==> src/rtl/ap_ctrl_hs_driver.sv <==
// ap_ctrl_hs_driver: issues programmed ap_ctrl_hs transactions to an HLS kernel and reports latency stats.
// Rev 1.0
`default_nettype none

module ap_ctrl_hs_driver #(
    parameter int CNT_W = 32,
    parameter int DEPTH = 4
) (
    input  logic             ap_clk,
    input  logic             ap_rst_n,
    input  logic             cfg_start,
    input  logic [CNT_W-1:0] cfg_num_txn,
    input  logic [15:0]      cfg_gap,
    input  logic [CNT_W-1:0] cfg_timeout,
    output logic             dut_ap_start,
    input  logic             dut_ap_ready,
    input  logic             dut_ap_done,
    output logic             busy,
    output logic             finish,
    output logic [CNT_W-1:0] txn_issued,
    output logic [CNT_W-1:0] txn_done,
    output logic [CNT_W-1:0] last_latency,
    output logic [CNT_W-1:0] max_latency,
    output logic [CNT_W-1:0] total_cycles,
    output logic             err_protocol,
    output logic             err_timeout
);

    localparam int PTR_W = (DEPTH > 1) ? $clog2(DEPTH) : 1;
    localparam int OCC_W = $clog2(DEPTH + 1);
    localparam logic [OCC_W-1:0] OCC_FULL = OCC_W'(DEPTH);
    localparam logic [OCC_W-1:0] OCC_ONE  = OCC_W'(1);
    localparam logic [PTR_W-1:0] PTR_LAST = PTR_W'(DEPTH - 1);

    typedef enum logic [2:0] {
        S_IDLE   = 3'd0,
        S_ISSUE  = 3'd1,
        S_GAP    = 3'd2,
        S_DRAIN  = 3'd3,
        S_FINISH = 3'd4
    } state_t;

    state_t           state;
    logic [CNT_W-1:0] num_txn;
    logic [CNT_W-1:0] timeout;
    logic [15:0]      gap;
    logic [15:0]      gap_cnt;
    logic [CNT_W-1:0] now;
    logic [CNT_W-1:0] start_ts;
    logic             ts_held;
    logic [CNT_W-1:0] idle_cnt;
    logic [CNT_W-1:0] ts_fifo [DEPTH];
    logic [PTR_W-1:0] wr_ptr;
    logic [PTR_W-1:0] rd_ptr;
    logic [OCC_W-1:0] occ;

    logic             start_accept;
    logic             handshake;
    logic             pop;
    logic             last_issue;
    logic             abort;
    logic [CNT_W-1:0] cur_ts;
    logic [CNT_W-1:0] pop_latency;

    function automatic logic [PTR_W-1:0] ptr_inc(input logic [PTR_W-1:0] p);
        return (p == PTR_LAST) ? '0 : p + PTR_W'(1);
    endfunction

    assign busy         = (state == S_ISSUE) || (state == S_GAP) || (state == S_DRAIN);
    assign finish       = (state == S_FINISH);
    assign dut_ap_start = (state == S_ISSUE) && (occ != OCC_FULL);

    assign start_accept = cfg_start && ((state == S_IDLE) || (state == S_FINISH));
    assign handshake    = dut_ap_start && dut_ap_ready;
    assign pop          = dut_ap_done && (occ != '0);
    assign last_issue   = ((txn_issued + CNT_W'(1)) == num_txn);
    // Timestamp of the current transaction is the first cycle its ap_start was seen high.
    assign cur_ts       = ts_held ? start_ts : now;
    assign pop_latency  = now - ts_fifo[rd_ptr];
    assign abort        = (occ != '0) && (timeout != '0) && !dut_ap_done
                          && ((idle_cnt + CNT_W'(1)) == timeout);

    always_ff @(posedge ap_clk) begin
        if (!ap_rst_n) begin
            state        <= S_IDLE;
            num_txn      <= '0;
            timeout      <= '0;
            gap          <= '0;
            gap_cnt      <= '0;
            now          <= '0;
            start_ts     <= '0;
            ts_held      <= 1'b0;
            idle_cnt     <= '0;
            wr_ptr       <= '0;
            rd_ptr       <= '0;
            occ          <= '0;
            txn_issued   <= '0;
            txn_done     <= '0;
            last_latency <= '0;
            max_latency  <= '0;
            total_cycles <= '0;
            err_protocol <= 1'b0;
            err_timeout  <= 1'b0;
        end else if (start_accept) begin
            num_txn      <= cfg_num_txn;
            timeout      <= cfg_timeout;
            gap          <= cfg_gap;
            gap_cnt      <= '0;
            now          <= '0;
            start_ts     <= '0;
            ts_held      <= 1'b0;
            idle_cnt     <= '0;
            wr_ptr       <= '0;
            rd_ptr       <= '0;
            occ          <= '0;
            txn_issued   <= '0;
            txn_done     <= '0;
            last_latency <= '0;
            max_latency  <= '0;
            total_cycles <= '0;
            err_protocol <= 1'b0;
            err_timeout  <= 1'b0;
            state        <= (cfg_num_txn == '0) ? S_FINISH : S_ISSUE;
        end else begin
            if (busy) begin
                now <= now + CNT_W'(1);
            end

            if (handshake) begin
                ts_fifo[wr_ptr] <= cur_ts;
                wr_ptr          <= ptr_inc(wr_ptr);
                txn_issued      <= txn_issued + CNT_W'(1);
                ts_held         <= 1'b0;
            end else if (dut_ap_start) begin
                start_ts <= cur_ts;
                ts_held  <= 1'b1;
            end

            if (pop) begin
                rd_ptr       <= ptr_inc(rd_ptr);
                txn_done     <= txn_done + CNT_W'(1);
                last_latency <= pop_latency;
                if (pop_latency > max_latency) begin
                    max_latency <= pop_latency;
                end
            end else if (dut_ap_done) begin
                err_protocol <= 1'b1;
            end

            case ({handshake, pop})
                2'b10:   occ <= occ + OCC_ONE;
                2'b01:   occ <= occ - OCC_ONE;
                default: occ <= occ;
            endcase

            if (dut_ap_done || (handshake && (occ == '0))) begin
                idle_cnt <= '0;
            end else if (occ != '0) begin
                idle_cnt <= idle_cnt + CNT_W'(1);
            end

            case (state)
                S_ISSUE: begin
                    if (handshake) begin
                        if (last_issue) begin
                            state <= S_DRAIN;
                        end else if (gap != '0) begin
                            state   <= S_GAP;
                            gap_cnt <= gap - 16'd1;
                        end
                    end
                end
                S_GAP: begin
                    if (gap_cnt == '0) begin
                        state <= S_ISSUE;
                    end else begin
                        gap_cnt <= gap_cnt - 16'd1;
                    end
                end
                S_DRAIN: begin
                    if ((occ == '0) || ((occ == OCC_ONE) && pop)) begin
                        state        <= S_FINISH;
                        total_cycles <= now + CNT_W'(1);
                    end
                end
                default: begin
                end
            endcase

            // Abort overrides everything: outstanding entries are discarded.
            if (abort) begin
                state        <= S_FINISH;
                err_timeout  <= 1'b1;
                total_cycles <= now + CNT_W'(1);
                occ          <= '0;
                wr_ptr       <= '0;
                rd_ptr       <= '0;
                ts_held      <= 1'b0;
            end
        end
    end

endmodule

`default_nettype wire

==> config.mk <==
export PLATFORM = sky130hd
export DESIGN_NAME = ap_ctrl_hs_driver
export DESIGN_NICKNAME = d
export VERILOG_FILES = /design/src/rtl/ap_ctrl_hs_driver.sv
export SDC_FILE = /design/constraint.sdc
export NUM_CORES = 1
export LEC_CHECK = 0
export ABC_AREA = 1
export CORE_ASPECT_RATIO = 0.7
export CORE_MARGIN = 2
export CORE_UTILIZATION = 30
export DETAILED_ROUTE_END_ITERATION = 8
export PLACE_DENSITY = 0.51
export SETUP_SLACK_MARGIN = 0.2
export SLEW_MARGIN = 5
export SYNTH_ARGS = -nofsm -noshare
export SYNTH_HDL_FRONTEND = slang
export SYNTH_SLANG_ARGS = --single-unit
==> constraint.sdc <==
create_clock -name ap_clk -period 5.1 [get_ports ap_clk]
set_clock_uncertainty 0.05 [all_clocks]
set_input_delay 0.51 -clock ap_clk [delete_from_list [all_inputs] [get_ports ap_clk]]
set_output_delay 0.51 -clock ap_clk [all_outputs]
set_load 0.02 [all_outputs]
==> summary.md, run 1 <==
| Metric | Value |
|---|---|
| Outcome | `finished clean` |
| Setup TNS Final | `0 ps` |
| Leak | `0.0124 uW` |
| Routability-driven placement congestion ratio | `0.952` |
| Hold Crit Class | `in -> reg` |
| Area delta synth->final | `23.4%` |
| Post-synthesis mux area share | `0.0388%` |
| PnR worst setup slack | `435 ps` |
| Antenna Cells | `0` |
| Syn Area/Cell | `7.47 um2` |
| CTS clk-pin slew, worst paths | `60 ps` |
| Largest family of logic cells by synthesized area | `simple AND/OR/NAND/NOR gates` |
| Grt ovf | `0` |
| Worst VDD drop | `0.265 mV` |
| Wire length of the first global-routing pass | `138000 um` |
| Finished Layout Cells | `4863` |
| Setup CP Type | `reg -> reg` |
| Most used flip-flop cell after synthesis | `dfxtp_1` |
| EDFF count, synth | `128` |
| Total core area | `0.0847 mm2` |
| Logic pwr share | `39.6%` |
| Via-to-Cell Ratio | `4.92` |
| CP most frequent cell | `nand2_1` |
| Largest net degree at the start of global routing | `138` |
| Fmax | `214 MHz` |
| Power Total | `15800 uW` |
| Sink Count | `495` |
| Crit path DAT | `5160 ps` |
| Reg area | `0.0112 mm2` |
| Site row count | `89` |
| Cell Pwr Density | `495 mW/mm2` |
| Die area | `0.0884 mm2` |
| Register area share after synthesis | `43.4%` |
| Share of cells above drive strength 1 | `7.25%` |
| Vias in the first global route | `22000` |
| Met3 wire len | `7190 um` |
| Initial core utilization | `30.4%` |
| Crit-path max FO | `26` |
| Fin. max-slew vios | `0` |
| Synthesis warning total | `0` |
| Max reg flops | `128` |
| Met2 wire len | `35600 um` |
| Yosys reg bits | `495` |
| Placed Cells | `4752` |
| TritonCTS Buffers | `54` |
| Startpoint types | `flip-flop` |
| Setup crit end kind | `flip-flop` |
| P_int | `9230 uW` |
| Total Wirelength | `92300 um` |
| Slew at the pin closest to its max-slew limit | `1230 ps` |
| Pre-CTS WS | `238 ps` |
| DRC | `0` |
| Synth Area in XOR/XNOR | `3.81%` |
| WL/cell | `19.0 um` |
| Post-Synth Simple-Gate Area | `25.2%` |
| Worst path cell trace | `clkinv_4 -> buf_12 -> a32o_1 -> ha_1 -> nand2_1 -> nor4_1 -> nand4_1 -> nand2_1 -> xor2_1 -> ha_1 -> nand2_1 -> o21ai_0 -> a221oi_2 -> nand2_1 -> nand2_4 -> buf_12 -> nor2_1 -> a211oi_1` |
| Max cap viols | `0` |
| H-Tree Level Count | `2` |
| WP data required | `5590 ps` |
| Vias | `23900` |
| Post-Syn Area | `0.0258 mm2` |
| Post-route ant nets | `0` |
| Final core utilization | `37.6%` |
| Sw Ratio | `41.5%` |
| Uppermost layer routed | `met4` |
| Nets | `3845` |
| Metal-1 WL | `48400 um` |
| Drt pass-1 iters | `6` |
| Clk Latency, worst-skew pair | `640 ps` |
| Async SR Flop Fraction | `0%` |
| TritonCTS clock tree | `yes` |
| Biggest register | `ts_fifo` |
| Slowest cell delay on critical path | `470 ps` |
| Final worst-path cycle share | `91.5%` |
| Multi-input gate area | `0.0128 mm2` |
| Clk root buf | `clkbuf_16` |
| Longest Clk Path Bufs | `3` |
| Clock power share | `27.1%` |
| GRT Util Overall | `20.2%` |
| Final Critical Period | `4660 ps` |
| Sequential group share of total power | `33.3%` |
| Initial antenna violation count | `0` |
| Chip width | `354 um` |
| CP max-delay cell | `nor4_1` |
| IO buf count | `249` |
| DPL Wire Length | `68000 um` |
| Die H | `249 um` |
| IO Count | `250` |
| Synthesized instance count | `3451` |
| Total of fill cells in the finished design | `8796` |
| NetSw | `6540 uW` |
| RSZ-0062 raised after global routing | `no` |
| Setup violators final | `0` |
| Final Hold Vio Count | `0` |
| Area fraction in compound gates after synthesis | `16.0%` |
| Synth Net Count | `3615` |
| Post-Synth Adder-Cell Area | `3.86%` |
| Relative slew slack | `16.8%` |
| Starting DRT DRC Count | `2098` |
| Synth unique cells | `57` |
==> worst paths after layout <==
check	startpoint	end	slack [ps]	depth (start not counted)
setup / recovery	flip-flop	max_latency[26]	440	18
hold / removal	ap_rst_n	timeout[10]	350	3
setup reg to reg	flip-flop	max_latency[26]	440	18
hold reg to reg	err_protocol	err_protocol	410	2
==> power by group through the flow <==
stage,clock (uW),combinational [uW],sequential [uW]
2_1_floorplan,0,3810,5150
3_3_place_gp,0,6040,5320
3_5_place_dp,0,6000,5310
4_1_cts,4380,6050,5230
5_1_grt,4540,6930,5300
6_report,4280,6240,5240
==> layout make-up <==
type	count	share of cell area, %
clock buffer	71	4.67
clock inverter	30	1.34
inverter	365	4.34
multi-input combinational	2454	40.2
sequential	495	35.2
tap	1137	4.47
timing repair buffer	310	9.76
timing repair inverter	1	0.0157
==> logic make-up after synthesis <==
group / Yosys count
AND/OR/NAND/NOR: 1508
multiplexers: 1
buffers and inverters: 502
AO/OA/AOI/OAI: 761
adder cells (fa/ha/maj): 79
flip-flops: 495
XOR/XNOR: 105
==> per-layer routing <==
metal	vias to the layer above	track usage, %
li1	11900	-
met1	11200	32.1
met2	702	27.4
met3	75	4.62
met4	0	3.41
met5	-	0
==> placed cells by master (no fill, tap or decap), types with 31 or more instances in the layout <==
master	n
clkdlybuf4s50_1	248
buf_4	48
inv_1	352
ha_1	75
xor2_1	74
dfxtp_1	364
nand4_1	31
o21ai_0	322
a21oi_1	327
nor2_1	394
nor3_1	40
nand3_1	192
edfxtp_1	128
clkbuf_16	59
nand2_1	718
==> worst max-delay path, delay by kind of cell, from the launching register on <==
family,cells,cell delay (ps)
AOI/OAI and AO/OA,4,960
DFF,1,430
buffers and inverters,3,530
and+or+nand+nor,8,1480
xor gates and xnor gates,1,350
adders and majority gates,2,750
==> repair_timing <==
action / CTS / global route
endpoints found under the setup margin: 0 / 32
gates resized for setup: 0 / 32
hold buffers: 0 / 0
buffers inserted: 0 / 5
==> metrics by stage <==
stage | hold WS, ps | area (um2)
3_5_place_dp | 398 | 29600
3_3_place_gp | 397 | 29600
4_1_cts | 297 | 31500
2_1_floorplan | 380 | 25800
5_1_grt | 365 | 31800
6_report | 347 | 31800
==> cell usage after synthesis (3+ instances only) <==
library cell / number / area share, %
a211oi_1: 13 / 0.38
a21o_1: 7 / 0.20
a21oi_1: 329 / 6.4
a31oi_1: 5 / 0.12
a32o_1: 30 / 1.2
buf_2: 7 / 0.14
buf_6: 8 / 0.35
clkbuf_1: 119 / 1.7
clkinv_1: 3 / 0.044
dfxtp_1: 367 / 28
edfxtp_1: 128 / 15
ha_1: 78 / 3.8
inv_1: 354 / 5.2
inv_2: 8 / 0.12
nand2_1: 721 / 10
nand2_2: 19 / 0.46
nand3_1: 192 / 3.7
nand3_2: 10 / 0.39
nand3b_1: 14 / 0.41
nand4_1: 31 / 0.75
nor2_1: 399 / 5.8
nor2_2: 24 / 0.58
nor2_4: 10 / 0.44
nor3_1: 41 / 0.80
nor3_2: 5 / 0.19
nor4_1: 25 / 0.61
o211ai_1: 10 / 0.29
o21a_1: 8 / 0.23
o21ai_0: 323 / 6.3
o21ai_1: 9 / 0.17
o21bai_1: 14 / 0.41
o22ai_1: 3 / 0.073
or2_2: 5 / 0.12
xnor2_1: 23 / 0.78
xnor3_1: 4 / 0.35
xor2_1: 77 / 2.6
(Power assumes the default switching activity.)
==> run 2, diff against run 1 <==
--- a/config.mk
+++ b/config.mk
@@ -10,6 +10,7 @@
 export CORE_MARGIN = 2
 export CORE_UTILIZATION = 30
 export DETAILED_ROUTE_END_ITERATION = 8
+export HOLD_SLACK_MARGIN = 0.03
 export PLACE_DENSITY = 0.51
 export SETUP_SLACK_MARGIN = 0.2
 export SLEW_MARGIN = 5
==> results of run 2 <==
The final DEF is identical to that of run 1; final timing and power are the same.
